**src/rtl/instr_stream_encoder.sv**
```systemverilog
// instr_stream_encoder
//   Packs decoded instruction fields into 32-bit ARM-format words and streams them, one per
//   cycle, into instruction memory starting at BASE_ADDR after each start pulse.
//
// Ports
//   clk, rst_n           clock, asynchronous active-low reset
//   start                one-cycle pulse; begins/restarts a load session
//   req_valid/req_ready  request handshake from the program loader
//   req_last             final request of the session
//   req_cond/op/funct/rn/rd/src2/imm24   decoded instruction fields
//   mem_we/addr/wdata    instruction-memory write port (registered, 1-cycle latency)
//   busy, done, full     session status (LOAD, DONE, count == DEPTH)
//   err                  sticky illegal-op flag for the current session
//   count                legal words written this session
module instr_stream_encoder #(
    parameter int unsigned DEPTH     = 64,
    parameter int unsigned ADDR_W    = 8,
    parameter int unsigned BASE_ADDR = 0
) (
    input  logic                           clk,
    input  logic                           rst_n,
    input  logic                           start,
    input  logic                           req_valid,
    output logic                           req_ready,
    input  logic                           req_last,
    input  logic [3:0]                     req_cond,
    input  logic [1:0]                     req_op,
    input  logic [5:0]                     req_funct,
    input  logic [3:0]                     req_rn,
    input  logic [3:0]                     req_rd,
    input  logic [11:0]                    req_src2,
    input  logic [23:0]                    req_imm24,
    output logic                           mem_we,
    output logic [ADDR_W-1:0]              mem_addr,
    output logic [31:0]                    mem_wdata,
    output logic                           busy,
    output logic                           done,
    output logic                           full,
    output logic                           err,
    output logic [$clog2(DEPTH+1)-1:0]     count
);

    localparam int unsigned CntW = $clog2(DEPTH + 1);

    typedef enum logic [1:0] {StIdle, StLoad, StDone} state_e;

    state_e              state;
    logic [ADDR_W-1:0]   ptr;
    logic [31:0]         word;
    logic                accept;
    logic                legal;

    assign busy  = (state == StLoad);
    assign done  = (state == StDone);
    assign full  = (count == CntW'(DEPTH));

    // start wins over a same-cycle request, so it must gate ready.
    assign req_ready = busy && !start && (count < CntW'(DEPTH));
    assign accept    = req_valid && req_ready;
    assign legal     = (req_op != 2'd3);

    always_comb begin
        word = '0;
        if (req_op == 2'd2) begin
            word = {req_cond, 2'b10, req_funct[5:4], req_imm24};
        end else begin
            word = {req_cond, req_op, req_funct, req_rn, req_rd, req_src2};
        end
    end

    always_ff @(posedge clk or negedge rst_n) begin
        if (!rst_n) begin
            state     <= StIdle;
            ptr       <= ADDR_W'(BASE_ADDR);
            count     <= '0;
            err       <= 1'b0;
            mem_we    <= 1'b0;
            mem_addr  <= '0;
            mem_wdata <= '0;
        end else begin
            mem_we <= 1'b0;
            if (start) begin
                state <= StLoad;
                ptr   <= ADDR_W'(BASE_ADDR);
                count <= '0;
                err   <= 1'b0;
            end else if (accept) begin
                if (legal) begin
                    mem_we    <= 1'b1;
                    mem_addr  <= ptr;
                    mem_wdata <= word;
                    ptr       <= ptr + ADDR_W'(4);
                    count     <= count + CntW'(1);
                end else begin
                    // Illegal op: handshake completes but nothing is written.
                    err <= 1'b1;
                end
                if (req_last || (legal && (count == CntW'(DEPTH - 1)))) begin
                    state <= StDone;
                end
            end
        end
    end

endmodule

```
**config.mk**
```make
export PLATFORM = sky130hd
export DESIGN_NAME = instr_stream_encoder
export DESIGN_NICKNAME = d
export VERILOG_FILES = /design/src/rtl/instr_stream_encoder.sv
export SDC_FILE = /design/constraint.sdc
export NUM_CORES = 1
export LEC_CHECK = 0
export ABC_CLOCK_PERIOD_IN_PS = 5800
export CAP_MARGIN = 30
export CORE_ASPECT_RATIO = 0.6
export CORE_MARGIN = 3
export CORE_UTILIZATION = 35
export CTS_CLUSTER_SIZE = 14
export DETAILED_ROUTE_END_ITERATION = 16
export PLACE_DENSITY = 0.74
export SLEW_MARGIN = 20
export SYNTH_ARGS = -nofsm -noshare
export SYNTH_HDL_FRONTEND = slang
export SYNTH_SLANG_ARGS = --single-unit
```
**constraint.sdc**
```tcl
create_clock -name clk -period 5.8 [get_ports clk]
set_input_delay 1.16 -clock clk [delete_from_list [all_inputs] [get_ports clk]]
set_output_delay 1.16 -clock clk [all_outputs]
set_load 0.05 [all_outputs]
```
# --- Word-level counts from Yosys, hierarchy flattened ---
# Cells that the tools add are included.
op_classes:
  addsub: 2
  order_cmp: 1
  eq_ne: 7
  n_mux: 16
  bitwise_logic: 1
  reduce_logical: 13
ops:
  columns: ["operator", "n"]
  rows:
  - ["28-bit 2-to-1 mux", 1]
  - ["8-bit 2-to-1 mux", 3]
  - ["7-bit 2-to-1 mux", 3]
  - ["8-bit by 3-bit adder with 8-bit output, second input constant", 1]
  - ["7-bit by 1-bit adder with 7-bit output, second input constant", 1]
  - ["7-bit by 6-bit == test with 1-bit output, second input constant", 1]
  - ["7-bit == test, second input constant", 1]
  - ["7-bit less-than comparator, second input constant", 1]
  - ["1-bit 2-to-1 mux", 6]
  - ["2-bit 2-to-1 mux", 3]
  - ["2-bit AND reduction", 3]
  - ["2-bit nonzero test", 3]
  - ["2-bit == test, second input constant", 2]
  - ["1-bit logical AND", 4]
  - ["2-bit inequality test, second input constant", 2]
  - ["3-bit AND reduction", 1]
  - ["2-bit by 1-bit == test with 1-bit output, second input constant", 1]
  - ["1-bit zero test", 1]
  - ["1-bit logical OR", 1]
  - ["1-bit NOT", 1]
totals:
  ff_bits: 59
  input_bits: 61
  output_inout_bits: 53
  elab_cells: 47

# --- Longest topological paths before layout ---
# Gate-level depths: netlist (run 1).
logic_depth:
  ltp_word: 6
  depth_mapped: 7

# --- Worst setup path before layout (run 1) ---
# Ideal clock, no wire load.
synth_path:
  path_type: "input-to-output"
  startpoint: "input port start"
  endpoint: "output port req_ready"
  t_arrival_ps: 2365
  t_required_ps: 4640
  setup_slack_ps: 2275
  path_stages: 5
  n_path_buf: 3
  path_cell_list: "buf_6 or4b_4 inv_1 buf_4 buf_2"
synth_between:
  elab_chain_len: 3
synth_lines:
  columns: ["element", "line", "text"]
  rows:
  - ["start: declaration", "22", "input logic start,"]
  - ["1-bit zero test", "58", "assign req_ready = busy && !start && (count < CntW'(DEPTH));"]
  - ["1-bit logical AND (2 in a row)", "58", null]
  - ["end: declaration", "24", "output logic req_ready,"]
# Every way passes these cells.

# --- Worst setup path after layout (run 1) ---
# Ends and elaborated chain as after synthesis.

==> results.ini, run 1 <==
[global_route]
grt_first_pass_wirelength_um=14300
grt_max_degree=56
first_global_vias=2762
antenna_found_initial=0
gr-usage-all-layers_pct=18.4
overflow=0

[logic_synthesis]
synthTopCellsByArea=dfrtp_1 47%, a41oi_1 7.8%, o221ai_1 7.2%
synth_seq_area_share_pct=47.1
synth.distinct_cells=41
synth_most_common_cell=dfrtp_1
synth_edf_count=0
yosys_warnings=0
ys.flop_type=dfrtp_1
syn-cell-area_sq_um=2920
yosys-top-cells-count=55 x dfrtp_1, 54 x inv_1, 26 x a41oi_1
syn_inst=292
ys_seq_elements=55
syn_avg_cell_area_sq_um=10.0
synthArstFlopShare_pct=100
yosysTopAreaCell=dfrtp_1
synth_top_area_share_pct=47.1

[power_and_ir_drop]
power.leakage_uw=0.00194
powerDensity_nw_per_um2=335
ir_worst_vdd_mv=0.175

[detailed_routing]
route.final.wire_length_um=8630
drcViolationCount=0
ant_nets=0
wl_per_cell_um=17.3
drt_first_pass_iters=4
vias=2663
vias_per_cell=5.34
drt-initial-drc-count=313

[hold_path]
hold_class=reg -> reg

[cts]
root_buffer=clkbuf_16
post_cts_buffers=0
cts_max_level=2
clk_pin_slew_ns=0.07
cts-resized-gates=0
cts_made_buffers=5
cts.path.max_buffers=2
cts_hold_buf=0
clock_sinks=55
clock_latency_ns=0.29
cts_tree=built

[timing]
setup_tns_ns=0
fmax_mhz=242
final.min_clock_period_ns=4.13
setup_viol=0
relSlewSlack_pct=37.2
worst_slew_pin_slew_ns=0.942
rsz0062_at_grt=false
min_period_over_period_pct=71.2
slew_violations=0
clock_skew_ns=0.00573
hold_violations=0

[placement]
port-buffer-count=111
dp_hpwl_um=6030
gp_congestion=0.845
postPlaceCellArea_sq_um=4070

[setup_path]
worstPathArrival_ns=2.97
crit_path_end_kind=primary output
crit_chain=clkdlybuf4s50_1 -> or4b_4 -> inv_1 -> buf_4
worstSetupStartpointType=input port
crit_slowest_cell=or4b_4
cp_data_required_time_ns=4.64
setup.worst_path.class=in -> out
cpPeakStageDelay_ns=0.76
critPathMaxFanout=19

[job]
drv_cap=0

[floorplanning]
dieArea_sq_um=9520
die_w_um=124
num_rows=25
die_h_um=76.8
ios=114
coreArea_sq_um=8010
start_util_pct=36.5

[cells_and_area]
num-nets-final=454
fin_area_sq_um=4240
syn2layout_area_growth_pct=45.1
drive_gt1_share_pct=9.72
antenna_cells=0

[status]
status=finished clean

worst max-delay path: cells and delay by family:
| kind | cells | cell delay, ns |
|---|---|---|
| buffers and inverters | 3 | 1.04 |
| AND/OR/NAND/NOR | 1 | 0.76 |
layer usage:
layer	share of wire (%)	vias up	track usage, %
met5	0	-	0
met4	0.42	0	3.06
met3	9.3	6	5.75
met2	43	132	26.6
met1	47	1268	27.4
li1	-	1257	-
state kept, by name, indices dropped and copies added, names as in the netlist:
signal / flops
count: 7
err: 1
mem_addr: 6
mem_wdata: 32
mem_we: 1
ptr: 6
state: 2
area by class of cell:
type,count,area (sq um)
clock buffers,7,153
clock inverters,1,7.51
fillers,719,3770
inverters,55,206
multi-input cells,156,1210
flip-flops and latches,55,1380
well taps,108,135
repair buffers,117,1150
metrics by stage:
| stage | utilization [%] | total power (uW) | std cells | worst slack (ns) | hold slack (ns) |
|---|---|---|---|---|---|
| global route | 53.0 | 1490 | 499 | 1.51 | 0.538 |
| CTS | 52.8 | 1430 | 498 | 1.68 | 0.521 |
| floorplan | - | 882 | 293 | 2.27 | 0.468 |
| global placement | 50.8 | 1100 | 490 | 1.52 | 0.490 |
| finish | 53.0 | 1420 | 499 | 1.67 | 0.513 |
| detailed placement | 50.8 | 1110 | 490 | 1.43 | 0.500 |
cells in the final DEF (no fill, tap or decap), drive strengths merged, types with 3 or more instances in the layout:
| cell type | netlist | layout |
|---|---|---|
| a21oi | 6 | 6 |
| a41oi | 26 | 26 |
| and3 | 25 | 25 |
| buf | 12 | 8 |
| clkbuf | 15 | 7 |
| clkdlybuf4s50 | 0 | 109 |
| dfrtp | 55 | 55 |
| ha | 3 | 3 |
| inv | 55 | 55 |
| mux2 | 15 | 15 |
| mux2i | 3 | 3 |
| nand2 | 3 | 3 |
| nand2b | 4 | 4 |
| nand3 | 8 | 8 |
| nand4 | 3 | 3 |
| nor2 | 5 | 5 |
| nor2b | 4 | 4 |
| o221ai | 24 | 24 |
| o31ai | 4 | 4 |
| or4 | 4 | 4 |
power by group:
part           switching [uW]  internal (uW)  total [uW]
Clock                     134            184         318
Sequential               55.2            452         507
Combinational             374            222         597
Total                     563            858        1420
worst paths after layout:
kind                                            from                   endpoint  slack, ns  cells after the start
max                                            start                  req_ready       1.67                      4
min                        mem_wdata[31]$_DFFE_PN0P_  mem_wdata[31]$_DFFE_PN0P_       0.51                      1
max reg2reg                     count[6]$_DFFE_PN0P_   mem_wdata[4]$_DFFE_PN0P_       3.04                      5
min reg2reg                mem_wdata[31]$_DFFE_PN0P_  mem_wdata[31]$_DFFE_PN0P_       0.51                      1
max in group asynchronous                      rst_n   mem_wdata[3]$_DFFE_PN0P_       4.34                      2
min in group asynchronous                      rst_n       count[2]$_DFFE_PN0P_       1.00                      2
kinds of logic (layout without fill, tap and decap cells):
logic type	count (synthesis)	after routing	synth area share, %
buf+inv	82	180	11.7
compound gates	68	68	19.0
simple gates	65	65	13.9
flops	55	55	47.1
mux	18	18	6.93
fa+ha+maj	3	3	1.28
other cells	1	2	0.128
(Power assumes the default switching activity.)
==> run 2: changes to the inputs <==
ABC_CLOCK_PERIOD_IN_PS = 4130   (was 5800)
clock period = 4.13 ns   (was 5.8 ns; I/O delays follow)
==> results.ini, run 2 (same netlist as run 1, synthesis figures left out) <==
[setup_path]
rrSetupSlack_ns=1.70  ; -1.34 ns
critPathMaxFanout=12  ; -7
crit_slowest_cell=or4b_4
cp-endpoint=req_ready
crit_cells=4  ; unchanged
worstPathArrival_ns=2.25  ; -0.72 ns
reg2reg_depth=5  ; unchanged
crit_family=buffers and inverters
cp.buffers_inverters=3  ; unchanged
worstSetupStartpointType=input port
crit_path_end_kind=primary output
r2r_end=mem_wdata[17]$_DFFE_PN0P_
worstReg2RegStart=count[6]$_DFFE_PN0P_
cpPeakStageDelay_ns=0.64  ; -0.12 ns
setup.worst_path.class=in -> out
cp_data_required_time_ns=3.30  ; -1.34 ns
crit_path_start=start
crit_chain=clkdlybuf4s50_1 -> or4b_4 -> inv_1 -> buf_12

[timing]
setup_tns_ns=0  ; unchanged
setup_viol=0  ; unchanged
hold_violations=0  ; unchanged
final.min_clock_period_ns=3.08
relSlewSlack_pct=51.4  ; +14 points
setup_slack_ns=1.05  ; -0.615 ns
clock_skew_ns=0.00448  ; -0.00126 ns
rsz0062_at_grt=false
min_period_over_period_pct=74.5
slew_violations=0  ; unchanged
worst_slew_pin_slew_ns=0.730  ; -0.212 ns
fmax_mhz=325

[cells_and_area]
fin_area_sq_um=4300  ; +1.3%
regMostFlops=mem_wdata
fin_cells=503  ; +0.80%
layout_common_cells=109 x clkdlybuf4s50_1, 55 x dfrtp_1, 54 x inv_1
syn2layout_area_growth_pct=47.0
antenna_cells=0  ; unchanged
drive_gt1_share_pct=10.6  ; +0.91 points
fin_util_pct=53.7  ; +0.70 points
num-nets-final=458  ; +0.88%
largest_reg_flops=32  ; unchanged
mostFrequentLayoutCell=clkdlybuf4s50_1
top_regs=mem_wdata x32, count x7

[detailed_routing]
vias=2688  ; +0.94%
drcViolationCount=0  ; unchanged
vias_per_cell=5.34  ; +0.14%
wl_per_cell_um=17.3  ; about the same
drt-initial-drc-count=176  ; -44%
drt_first_pass_iters=4  ; unchanged
ant_nets=0  ; unchanged
route.final.wire_length_um=8700  ; +0.82%

[cts]
post_cts_buffers=0  ; unchanged
cts_made_buffers=5  ; unchanged
cts.path.max_buffers=2  ; unchanged
root_buffer=clkbuf_16
cts_hold_buf=0  ; unchanged
clk_pin_slew_ns=0.07  ; about the same
cts_tree=built
clock_sinks=55  ; unchanged
cts_max_level=2  ; unchanged
cts-resized-gates=0  ; unchanged
clock_latency_ns=0.29  ; about the same

[global_route]
gr-usage-all-layers_pct=18.8  ; +0.36 points
antenna_found_initial=0  ; unchanged
grt_max_degree=56  ; unchanged
first_global_vias=2774  ; +0.43%
overflow=0  ; unchanged
grt_first_pass_wirelength_um=14300  ; +0.53%

[job]
drv_cap=0  ; unchanged

[placement]
dpl_worst_slack_ns=0.798  ; -0.630 ns
dpl.cell_count=494  ; +0.82%
postPlaceCellArea_sq_um=4110  ; +1.0%
port-buffer-count=111  ; unchanged
gp_congestion=0.791  ; -6.4%
dp_hpwl_um=6250  ; +3.8%

[floorplanning]
coreArea_sq_um=8010  ; unchanged
die_h_um=76.8  ; unchanged
start_util_pct=36.5  ; unchanged
die_w_um=124  ; unchanged
dieArea_sq_um=9520  ; unchanged
num_rows=25  ; unchanged
ios=114  ; unchanged

[power_and_ir_drop]
power.leakage_uw=0.00197  ; +1.8%
powerDensity_nw_per_um2=478  ; +43%
ir_worst_vdd_mv=0.258  ; +47%

[hold_path]
hold_class=reg -> reg
worstHoldPathCells=1  ; unchanged

[status]
status=finished clean

==> run 2: cell count changes in the layout (fill, tap and decap cells not counted), sizes merged <==
cell / delta
bufinv: +1
buf: +4
clkinvlp: -1
clkinv: +1
clkbuf: -1
==> run 2: worst min-delay path by stage <==
| stage | startpoint | end |
|---|---|---|
| 6_report | mem_addr[2]$_DFFE_PN0P_ | mem_addr[2]$_DFFE_PN0P_ |
| 5_1_grt | mem_addr[7]$_DFFE_PN0P_ | mem_addr[7]$_DFFE_PN0P_ |
| 4_1_cts | ptr[6]$_DFFE_PN0P_ | ptr[6]$_DFFE_PN0P_ |
| 3_5_place_dp | mem_wdata[25]$_DFFE_PN0P_ | mem_wdata[25]$_DFFE_PN0P_ |
| 3_3_place_gp | mem_wdata[29]$_DFFE_PN0P_ | mem_wdata[29]$_DFFE_PN0P_ |
| 2_1_floorplan | ptr[6]$_DFFE_PN0P_ | ptr[6]$_DFFE_PN0P_ |
==> run 2: power by group <==
| part | leakage [uW] | internal (uW) | total, uW | switching [uW] |
|---|---|---|---|---|
| combinational | 0.00121 | 318 | 847 | 529 |
| clock | 0.0000868 | 302 | 499 | 197 |
| sequential | 0.000675 | 634 | 709 | 74.3 |
==> run 2: per-layer routing <==
| metal | part of all wire (%) | wire length [um] | GRT usage, % |
|---|---|---|---|
| met1 | 47 | 4090 | 27.7 |
| met2 | 44 | 3820 | 27.0 |
| met3 | 8.4 | 734 | 6.19 |
| met4 | 0.71 | 62 | 3.50 |
| met5 | 0 | 0 | 0 |
==> run 2: stage by stage <==
step | total power [uW] | hold WS, ns
after floorplan | 1240 | 0.468
after global placement | 1550 | 0.490
after detailed placement | 1570 | 0.500
after CTS | 2080 | 0.521
after global routing | 2150 | 0.543
final | 2050 | 0.515
==> run 2: layout make-up <==
| class | instances | area [sq um] |
|---|---|---|
| Fill cell | 759 | 3710 |
| Timing Repair Buffer | 121 | 1190 |
| Tap cell | 108 | 135 |
| Multi-Input combinational cell | 156 | 1210 |
| Sequential cell | 55 | 1380 |
| Clock inverter | 2 | 35.0 |
| Inverter | 55 | 206 |
| Clock buffer | 6 | 139 |
==> run 3: changes to the inputs <==
ABC_CLOCK_PERIOD_IN_PS = 2900   (was 4130)
clock period = 2.9 ns   (was 4.13 ns; I/O delays follow)
==> results.ini, run 3 (same netlist as run 1, synthesis figures left out) <==
[cells_and_area]
num-nets-final=463  ; +1.1%
mostFrequentLayoutCell=clkdlybuf4s50_1
drive_gt1_share_pct=11.8  ; +1.1 points
fin_util_pct=54.4  ; +0.70 points
top_regs=mem_wdata x32, count x7
largest_reg_flops=32  ; unchanged
regMostFlops=mem_wdata
fin_cells=508  ; +0.99%
syn2layout_area_growth_pct=48.9
antenna_cells=0  ; unchanged
layout_common_cells=109 x clkdlybuf4s50_1, 55 x dfrtp_1, 54 x inv_1

[global_route]
gr-usage-all-layers_pct=18.4  ; -0.33 points
first_global_vias=2767  ; -0.25%
grt_max_degree=42  ; -25%
overflow=0  ; unchanged
grt_first_pass_wirelength_um=14100  ; -1.5%
antenna_found_initial=0  ; unchanged

[setup_path]
crit_slowest_cell=clkdlybuf4s50_1
crit_path_end_kind=primary output
setup.worst_path.class=reg -> out
worstSetupStartpointType=flop
crit_chain=nor4_1 -> and3_1 -> clkdlybuf4s50_1
cpPeakStageDelay_ns=0.80  ; +0.16 ns
worstPathArrival_ns=2.05  ; -0.20 ns
critPathMaxFanout=8  ; -4
crit_family=buffers and inverters
cp_data_required_time_ns=2.32  ; -0.98 ns
cp.buffers_inverters=1  ; -2

[detailed_routing]
ant_nets=0  ; unchanged
drt-initial-drc-count=243  ; +38%
wl_per_cell_um=16.9  ; -2.6%
vias_per_cell=5.33  ; -0.17%
drt_first_pass_iters=4  ; unchanged
drcViolationCount=0  ; unchanged
vias=2710  ; +0.82%
route.final.wire_length_um=8560  ; -1.6%

[cts]
cts_max_level=2  ; unchanged
post_cts_buffers=0  ; unchanged
cts_tree=built
cts_hold_buf=0  ; unchanged
root_buffer=clkbuf_16
clk_pin_slew_ns=0.07  ; about the same
cts_made_buffers=5  ; unchanged
cts.path.max_buffers=2  ; unchanged
clock_latency_ns=0.30  ; about the same
cts-resized-gates=0  ; unchanged
clock_sinks=55  ; unchanged

[floorplanning]
ios=114  ; unchanged
coreArea_sq_um=8010  ; unchanged
dieArea_sq_um=9520  ; unchanged
die_h_um=76.8  ; unchanged
die_w_um=124  ; unchanged
start_util_pct=36.5  ; unchanged
num_rows=25  ; unchanged

[power_and_ir_drop]
p_sw_uw=1160  ; +45%
comb_power_share_pct=42.5  ; +1.3 points
ir_worst_vdd_mv=0.356  ; +38%
p_clk_share_pct=22.1  ; -2.2 points
pwr-share-seq_pct=35.4  ; +0.9 points
swShare_pct=40.5  ; +1.6 points
powerDensity_nw_per_um2=658  ; +38%
p_int_uw=1700  ; +36%
power.leakage_uw=0.00200  ; +1.4%

[placement]
dp_hpwl_um=6140  ; -1.8%
dpl.cell_count=498  ; +0.81%
gp_congestion=0.800  ; +1.2%
port-buffer-count=111  ; unchanged

[timing]
fmax_mhz=381
min_period_over_period_pct=90.5
slew_violations=0  ; unchanged
hold_violations=0  ; unchanged
clock_skew_ns=0.00903  ; +0.00456 ns
setup_tns_ns=0  ; unchanged
setup_viol=0  ; unchanged
rsz0062_at_grt=false
final.min_clock_period_ns=2.63
worst_slew_pin_slew_ns=0.531  ; -0.198 ns
relSlewSlack_pct=64.5  ; +13 points

[job]
drv_cap=0  ; unchanged

[status]
status=finished clean

[hold_path]
hold_class=in -> async

## run 3: metal layers
| layer | vias to the layer above | part of all wire (%) | global-route usage, % | wire, um |
|---|---|---|---|---|
| li1 | 1276 | - | - | - |
| met1 | 1313 | 47 | 27.3 | 4040 |
| met2 | 116 | 42 | 27.3 | 3580 |
| met3 | 5 | 11 | 5.23 | 909 |
| met4 | 0 | 0.42 | 2.95 | 36 |
| met5 | - | 0 | 0 | 0 |
## run 3: power by group through the flow
stage / clock, uW / combinational, uW / sequential [uW]
3_3_place_gp: 0 / 1200 / 1020
3_5_place_dp: 0 / 1210 / 1030
6_report: 634 / 1220 / 1010
4_1_cts: 653 / 1210 / 1020
5_1_grt: 685 / 1280 / 1030
2_1_floorplan: 0 / 296 / 1470
## run 3: through the flow
stage | hold slack (ns) | power [uW] | instance area [sq um] | worst slack [ns]
floorplan | 0.284 | 1760 | 2930 | 0.535
global placement | 0.490 | 2220 | 4160 | 0.234
detailed placement | 0.499 | 2240 | 4160 | 0.179
CTS | 0.459 | 2880 | 4310 | 0.262
global route | 0.251 | 3000 | 4350 | 0.183
finish | 0.234 | 2860 | 4350 | 0.275
## run 3: final timing paths
check / start / to / slack, ns / depth (start not counted)
min in group clk: mem_addr[6]$_DFFE_PN0P_ / mem_addr[6]$_DFFE_PN0P_ / 0.52 / 1
max in group asynchronous: rst_n / mem_addr[4]$_DFFE_PN0P_ / 1.98 / 3
max reg2reg: count[6]$_DFFE_PN0P_ / mem_wdata[3]$_DFFE_PN0P_ / 0.80 / 6
min: rst_n / count[5]$_DFFE_PN0P_ / 0.23 / 1
max: count[2]$_DFFE_PN0P_ / full / 0.27 / 3
min reg2reg: mem_addr[6]$_DFFE_PN0P_ / mem_addr[6]$_DFFE_PN0P_ / 0.52 / 1
## run 3: worst register-to-register path: stages, from the launching register on
cell and delay (ns):
dfrtp_1 0.41, or4b_4 0.55, inv_1 0.24, buf_4 0.26, and2_1 0.19, buf_12 0.18, o221ai_1 0.14
## run 3: layout make-up
class	instances	area, sq um
Sequential cell	55	1380
Timing Repair Buffer	126	1270
Clock inverter	3	31.3
Multi-Input combinational cell	156	1210
Tap cell	108	135
Fill cell	740	3650
Clock buffer	5	125
Inverter	55	206
